### src/rtl/period_meter.sv
// rtl/period_meter.sv - period and high-time meter for an asynchronous square wave
module period_meter #(
  parameter int W = 16
) (
  input  logic         clk,
  input  logic         rst_n,
  input  logic         sig_in,
  output logic [W-1:0] period,
  output logic [W-1:0] high_time,
  output logic         valid,
  output logic         timeout
);

  typedef enum logic {
    IDLE    = 1'b0,
    MEASURE = 1'b1
  } state_t;

  localparam logic [W-1:0] CNT_MAX = '1;
  localparam logic [W-1:0] CNT_ONE = W'(1);

  state_t       state;
  state_t       state_nxt;

  logic         s1;
  logic         s2;
  logic         s3;
  logic         rise;
  logic         fall;

  logic [W-1:0] cnt;
  logic [W-1:0] cnt_nxt;
  logic [W-1:0] hi_cnt;
  logic [W-1:0] hi_cnt_nxt;
  logic [W-1:0] period_nxt;
  logic [W-1:0] high_time_nxt;
  logic         valid_nxt;
  logic         timeout_nxt;

  // s1/s2 resolve metastability; s3 is the previous synchronized sample for edge detection
  always_ff @(posedge clk or negedge rst_n) begin
    if (!rst_n) begin
      s1 <= 1'b0;
      s2 <= 1'b0;
      s3 <= 1'b0;
    end else begin
      s1 <= sig_in;
      s2 <= s1;
      s3 <= s2;
    end
  end

  assign rise = s2 & ~s3;
  assign fall = ~s2 & s3;

  always_ff @(posedge clk or negedge rst_n) begin
    if (!rst_n) begin
      state     <= IDLE;
      cnt       <= '0;
      hi_cnt    <= '0;
      period    <= '0;
      high_time <= '0;
      valid     <= 1'b0;
      timeout   <= 1'b0;
    end else begin
      state     <= state_nxt;
      cnt       <= cnt_nxt;
      hi_cnt    <= hi_cnt_nxt;
      period    <= period_nxt;
      high_time <= high_time_nxt;
      valid     <= valid_nxt;
      timeout   <= timeout_nxt;
    end
  end

  always_comb begin
    state_nxt     = state;
    cnt_nxt       = cnt;
    hi_cnt_nxt    = hi_cnt;
    period_nxt    = period;
    high_time_nxt = high_time;
    valid_nxt     = 1'b0;
    timeout_nxt   = timeout;

    case (state)
      IDLE: begin
        // first edge after reset or timeout only arms the counter
        if (rise) begin
          cnt_nxt     = CNT_ONE;
          hi_cnt_nxt  = '0;
          timeout_nxt = 1'b0;
          state_nxt   = MEASURE;
        end
      end

      MEASURE: begin
        // a rise on the saturating cycle still counts as a measurement
        if (rise) begin
          period_nxt    = cnt;
          high_time_nxt = hi_cnt;
          valid_nxt     = 1'b1;
          cnt_nxt       = CNT_ONE;
          hi_cnt_nxt    = '0;
        end else if (cnt == CNT_MAX) begin
          timeout_nxt = 1'b1;
          state_nxt   = IDLE;
        end else begin
          cnt_nxt = cnt + CNT_ONE;
          if (fall) begin
            hi_cnt_nxt = cnt;
          end
        end
      end

      default: begin
        state_nxt = IDLE;
      end
    endcase
  end

endmodule

### config.mk
export PLATFORM = sky130hd
export DESIGN_NAME = period_meter
export DESIGN_NICKNAME = d
export VERILOG_FILES = /design/src/rtl/period_meter.sv
export SDC_FILE = /design/constraint.sdc
export NUM_CORES = 1
export LEC_CHECK = 0
export ABC_AREA = 1
export ABC_CLOCK_PERIOD_IN_PS = 1600
export BUFFER_PORTS_ARGS = -buffer_cell sky130_fd_sc_hd__buf_2
export CELL_PAD_IN_SITES_DETAIL_PLACEMENT = 2
export CELL_PAD_IN_SITES_GLOBAL_PLACEMENT = 2
export CORE_MARGIN = 8
export CORE_UTILIZATION = 25
export DETAILED_ROUTE_END_ITERATION = 10
export MAX_ROUTING_LAYER = met4
export PLACE_DENSITY = 0.7
export SLEW_MARGIN = 20
export SYNTH_ARGS = -nofsm -noshare
export SYNTH_HDL_FRONTEND = slang
export SYNTH_SLANG_ARGS = --single-unit
export TNS_END_PERCENT = 30
### constraint.sdc
create_clock -name clk -period 1.6 [get_ports clk]
set_input_delay 0.08 -clock clk [delete_from_list [all_inputs] [get_ports clk]]
set_output_delay 0.08 -clock clk [all_outputs]
set_load 0.01 [all_outputs]
==> metrics.md, run 1 <==
| Metric | Value |
|---|---|
| Relative slew slack | `a little over half` |
| GRT met2 Usage | `21.4%` |
| Final Hold Fails | `0` |
| Row count | `between 40 and 50` |
| Ys flop type | `dfrtp_1` |
| Drt via density | `approximately 4.5` |
| Worst path required time | `around 1.8 ns` |
| Routed Antenna Nets | `0` |
| Leak pwr | `approximately 2.2 nW` |
| First-pass GRT wire length | `about 17,000 um` |
| R2r setup slk | `-0.001 ns` |
| Register bit total from synthesis | `70` |
| PwrDens | `around 1200 nW/um2` |
| Hold Path Class | `primary input to async pin` |
| N_diodes | `0` |
| Initial Utilization | `approximately a quarter` |
| Comb pwr share | `between 10 and 15%` |
| Met1 Track Usage GR | `~16%` |
| Setup TNS | `-0.00100 ns` |
| Fin crit period | `approximately 1.6 ns` |
| Setup violations, final | `1` |
| Placer congestion estimate | `around 0.79` |
| Critical Path End Type | `flip-flop` |
| NetSw | `between 0.001 and 0.0015 W` |
| P_int | `0.00365 W` |
| Yosys cell types | `30` |
| Fillcell total | `roughly 1,400` |
| Commonest cells post-synth | `nand2_1, dfrtp_1, nand3_1` |
| Cells after DPL | `just under 600` |
| Sequential area share after synthesis | `a little over half` |
| Status | `finished, violations left` |
| Vias in the first global route | `3,080` |
| Area grow syn2layout | `33.0%` |
| Clock buffer count from CTS | `9` |
| Die area | `between 15,000 and 20,000 um2` |
| Mapped Cells | `between 300 and 400` |
| Reg2reg end | `hi_cnt[2]` |
| CTS Sinks | `70` |
| Port-buffer cells | `36` |
| Dominant cell type by area after synthesis | `dfrtp_1` |
| Crit Path Class | `flip-flop to flip-flop` |
| CP startpoint kind | `flip-flop` |
| Post-route setup slack | `-0.00100 ns` |
| Crit Reg-Reg Startpoint | `cnt[0]` |
| Hpwl dp | `between 7000 and 8000 um` |
| Worst Setup SP | `cnt[0]` |
| Area share of the largest cell type after synthesis | `between 50% and 60%` |
| Initial drt markers | `~170` |
| Reg power frac | `41.5%` |
| Clk_lat worst skew | `0.34 ns` |
| Root buffer cell | `clkbuf_16` |
| Layout Utilization | `about 34%` |
| Hold Worst Slack | `about 0.21 ns` |
| Initial antenna violation count | `0` |
| Share of layout cells above drive strength 1 | `around 30%` |
| Slew Viols, Final | `0` |
| Synth area leaders | `dfrtp_1, nand2_1, nand3_1, o21ai_0, inv_1` |
| All-layer global routing usage | `approximately an eighth` |
| DIE HEIGHT | `129 um` |
| Peak fanout along the critical path | `7` |
| Worst-margin pin slew | `0.716 ns` |
| VDD IR max | `0.558 mV` |
| Average size of a mapped cell | `approximately 8.7 um2` |
| Cell depth of the worst flop-to-flop path | `10` |
| Die X | `roughly 130 um` |
| Nets | `roughly 440` |
| # H-tree levels | `3` |
| Fin crit share | `100%` |
| Asr flop ratio synth | `between 90% and 100%` |
| Core area | `12,600 um2` |
| Avg WL per Cell | `16.3 um` |
| Failing checks | `negative setup slack` |
| Layout Cells excl Fill | `~600` |
| Clock group share of total power | `between 40 and 50%` |
| Post-synth EDFFs | `0` |
| DR vias | `roughly 2,800` |
| Crit path to | `hi_cnt[2]` |
| TritonCTS clock tree | `yes` |
| RSZ-0062 raised after global routing | `true` |
| Drt pass-1 iters | `4` |
| Clk_skew | `between 0.006 and 0.007 ns` |
| Syn Nets | `around 370` |
| Fmax | `625 MHz` |
| Peak-usage layer in the global routing report | `met2` |
| Design Power | `around 0.005 W` |
| Total gr overflow | `0` |
| Max-cap violations | `0` |
| Pin count of the biggest net entering global routing | `49` |
| Ys Warns | `0` |
| Clock Tree Buf Depth | `2` |
| Num ports | `37` |
| Most common cell in the netlist | `nand2_1` |
| GR Util met3 | `under 10%` |
| Synthesized area | `roughly 3200 um2` |
| Switch share | `26.6%` |
| CP arrival | `approximately 1.8 ns` |
| Post-Route WL | `~10,000 um` |
| # DRC | `0` |
| Worst-path clk slew | `about 0.060 ns` |
## power by group through the flow
stage          Combinational [W]  Sequential [W]  Clock (W)
2_1_floorplan           0.000324         0.00211          0
3_3_place_gp            0.000653         0.00208          0
3_5_place_dp            0.000676         0.00209          0
4_1_cts                 0.000704         0.00207    0.00227
5_1_grt                 0.000777         0.00209    0.00234
6_report                0.000688         0.00206    0.00222
## registers in the layout (all words and copies together), names as in the netlist
name and cells:
cnt 16, period 16, s2 1, hi_cnt 16, high_time 16, state 1
s3 1, s1 1, valid 1, timeout 1
## metal layers
| metal | routed length (um) | vias to the layer above |
|---|---|---|
| met3 | 329 | 13 |
| met1 | 4500 | 1398 |
| met5 | 0 | - |
| met2 | 4980 | 36 |
| met4 | 218 | 0 |
| li1 | - | 1342 |
## worst min path at each step
stage          start    endpoint  depth (start not counted)
2_1_floorplan  rst_n      cnt[0]                          0
3_3_place_gp   rst_n     cnt[15]                          1
4_1_cts        rst_n     cnt[12]                          2
6_report       rst_n     cnt[12]                          2
5_1_grt        rst_n  period[13]                          2
3_5_place_dp   rst_n  period[13]                          1
## logic make-up (layout without fill, tap and decap cells)
| family | after synthesis | in the layout | synth area share, % |
|---|---|---|---|
| flip-flops | 70 | 70 | 54.5 |
| AND/OR/NAND/NOR | 218 | 218 | 31.8 |
| adder cells (fa/ha/maj) | 1 | 1 | 0.389 |
| XOR/XNOR | 1 | 1 | 0.273 |
| AO/OA/AOI/OAI | 37 | 37 | 6.66 |
| buffers and inverters | 43 | 117 | 6.39 |
## placed cells by master, fill, tap and decap left out, types with 2 or more instances in the layout
cell           instances
clkbuf_16              9
nand3_1               39
o21ai_1                6
buf_12                 3
inv_2                  3
clkbuf_8               2
o21ai_2                7
dfrtp_1               69
nand4_1               14
nand2_2                8
nand2_1              111
bufinv_16              2
nor2_2                 3
dlygate4sd3_1          2
nand3_2                8
nor2_1                23
buf_2                 36
o21ai_0               20
nand2_4                3
inv_1                 25
nor2_4                 5
buf_4                 29
## stage by stage
stage          setup slack (ns)  cell area, um2
2_1_floorplan            0.0446            3210
3_3_place_gp             0.0157            3740
3_5_place_dp            -0.0662            3740
4_1_cts                -0.00218            4220
5_1_grt                 -0.0903            4270
6_report               -0.00100            4270
## layout make-up
| cell class | count | area (um2) | share of cell area, % |
|---|---|---|---|
| inverter | 28 | 105 | 2.46 |
| sequential | 70 | 1750 | 41.0 |
| timing repair buffer | 73 | 537 | 12.6 |
| tap | 172 | 215 | 5.04 |
| clock buffer | 11 | 253 | 5.92 |
| multi-input combinational | 257 | 1330 | 31.1 |
| clock inverter | 5 | 81.3 | 1.90 |
## worst max-delay path: stages, from the launching register on
cell and delay, ns:
dfrtp_1 0.35, ha_2 0.20, nand2_2 0.08, nor2_4 0.13, nand2_4 0.08, nor2_8 0.14
o21ai_4 0.07, buf_12 0.14, buf_12 0.13, nand3_1 0.06, nand2_1 0.08
## what timing repair did
item | in CTS | in global routing
hold buffers | 2 | 0
buffers inserted | 5 | 1
endpoints found under the setup margin | 24 | 52
gates resized for setup | 12 | 17
hold endpoints to repair | 15 | 0
pin swaps | 6 | 16
cloned | 1 | 0
(Power assumes the default switching activity.)
==> run 2, diff against run 1 <==
--- a/config.mk
+++ b/config.mk
@@ -14,7 +14,7 @@
 export CORE_UTILIZATION = 25
 export DETAILED_ROUTE_END_ITERATION = 10
 export MAX_ROUTING_LAYER = met4
-export PLACE_DENSITY = 0.7
+export PLACE_DENSITY_LB_ADDON = 0.1
 export SLEW_MARGIN = 20
 export SYNTH_ARGS = -nofsm -noshare
 export SYNTH_HDL_FRONTEND = slang
==> metrics.md, run 2 (synthesized netlist as in run 1, its figures left out) <==
| Metric | Value |
|---|---|
| Status | `finished, final reports clean` |
| Clock buffer count from CTS | `9` |
| Drt via density | `approximately 4.5` |
| Slew Viols, Final | `0` |
| All-layer global routing usage | `a little over an eighth` |
| Most frequent cells in the layout | `nand2_1, dfrtp_1, nand3_1` |
| Vias in the first global route | `2,947` |
| PwrDens | `1140 nW/um2` |
| Port-buffer cells | `36` |
| Hold Path Class | `primary input to async pin` |
| Total gr overflow | `0` |
| Hpwl dp | `slightly above 7000 um` |
| Root buffer cell | `clkbuf_16` |
| Worst-path cell chain | `ha_2 > nand2_2 > nor2_4 > nand2_4 > nor2_8 > o21ai_4 > buf_12 > nand3_1 > nand2_1` |
| Setup violations, final | `0` |
| Fin crit share | `between 90% and 100%` |
| Crit path to | `hi_cnt[3]` |
| Num ports | `37` |
| Setup TNS | `0 ns` |
| CP arrival | `approximately 1.8 ns` |
| Peak fanout along the critical path | `22` |
| CP max stage cell | `dfrtp_1` |
| Clk_lat worst skew | `between 0.3 and 0.4 ns` |
| Reg2reg end | `hi_cnt[3]` |
| N_diodes | `0` |
| Largest delay share family, worst path | `simple AND/OR/NAND/NOR gates` |
| Die area | `16,700 um2` |
| Crit Reg-Reg Startpoint | `cnt[1]` |
| Initial drt markers | `between 100 and 150` |
| Die X | `129 um` |
| WP buf/inv | `1` |
| # DRC | `0` |
| Crit Path Class | `flip-flop to flip-flop` |
| R2r setup slk | `0.05 ns` |
| # H-tree levels | `3` |
| Worst-margin pin slew | `between 0.5 and 0.6 ns` |
| Relative slew slack | `a little under two thirds` |
| Core area | `between 10,000 and 15,000 um2` |
| Leak pwr | `about 2.2 nW` |
| Drt pass-1 iters | `4` |
| Post-route setup slack | `~0.052 ns` |
| Initial antenna violation count | `0` |
| Fmax | `approximately 650 MHz` |
| Final Hold Fails | `0` |
| VDD IR max | `about 0.38 mV` |
| CP Depth | `9` |
| CP startpoint kind | `flip-flop` |
| CP max stage delay | `around 0.36 ns` |
| Worst path required time | `between 1.5 and 2 ns` |
| Nets | `between 400 and 500` |
| Critical Path End Type | `flip-flop` |
| Design Power | `0.00472 W` |
| Post-Route WL | `9880 um` |
| First-pass GRT wire length | `between 15,000 and 20,000 um` |
| Routed Antenna Nets | `0` |
| DIE HEIGHT | `about 130 um` |
| Share of layout cells above drive strength 1 | `between 20% and 30%` |
| Worst-path clk slew | `approximately 0.06 ns` |
| Worst Setup SP | `cnt[1]` |
| Clock Tree Buf Depth | `2` |
| DR vias | `2,745` |
| Row count | `41` |
| Most common cell after layout, fill and taps aside | `nand2_1` |
| Max-cap violations | `0` |
| Area grow syn2layout | `28.5%` |
| Clk_skew | `between 0.007 and 0.008 ns` |
| Placer congestion estimate | `0.838` |
| Pre-CTS setup slack | `~0.0019 ns` |
| Cell depth of the worst flop-to-flop path | `9` |
| Initial Utilization | `around a quarter` |
| CTS Sinks | `70` |
| RSZ-0062 raised after global routing | `true` |
| Pin count of the biggest net entering global routing | `just under 50` |
| Avg WL per Cell | `around 16 um` |
| Fin crit period | `approximately 1.5 ns` |
| TritonCTS clock tree | `yes` |
[run 2: what timing repair did]
action	CTS	global route
setup endpoints to repair	10	30
buffers inserted	1	1
pin swaps	2	5
hold endpoints to repair	13	0
gates resized for setup	3	12
hold buffers	2	0
[run 2: cell type report]
class / count / area (um2)
Multi-Input combinational cell: 257 / 1310
Fill cell: 1410 / 8440
Timing Repair Buffer: 68 / 463
Clock inverter: 4 / 47.5
Clock buffer: 12 / 236
Tap cell: 172 / 215
Inverter: 28 / 108
Sequential cell: 70 / 1750
[run 2: metrics by stage]
stage	utilization, %	hold slack, ns	std cells	cell area [um2]
floorplan	-	-0.216	370	3210
global placement	29.9	0.0411	591	3760
detailed placement	29.9	0.0380	591	3760
CTS	32.4	0.219	610	4080
global route	32.9	0.250	611	4130
finish	32.9	0.210	611	4130
[run 2: routing by layer]
metal / part of all wire [%] / up-vias / global-route usage, %
met3: 3.2 / 14 / 2.63
li1: - / 1338 / -
met4: 2.4 / 0 / 7.26
met1: 49 / 1359 / 16.7
met2: 46 / 34 / 20.0
met5: 0 / - / -
[run 2: power breakdown]
part,internal (W),switching (W)
registers,0.00194,0.000128
clock network,0.00120,0.000759
logic,0.000268,0.000428
[run 2: how the worst min path moves through the flow]
stage	start	end	slack, ns
2_1_floorplan	rst_n	cnt[0]	-0.22
3_3_place_gp	rst_n	valid	0.04
3_5_place_dp	rst_n	valid	0.04
4_1_cts	rst_n	high_time[9]	0.22
5_1_grt	rst_n	high_time[12]	0.25
6_report	rst_n	valid	0.21
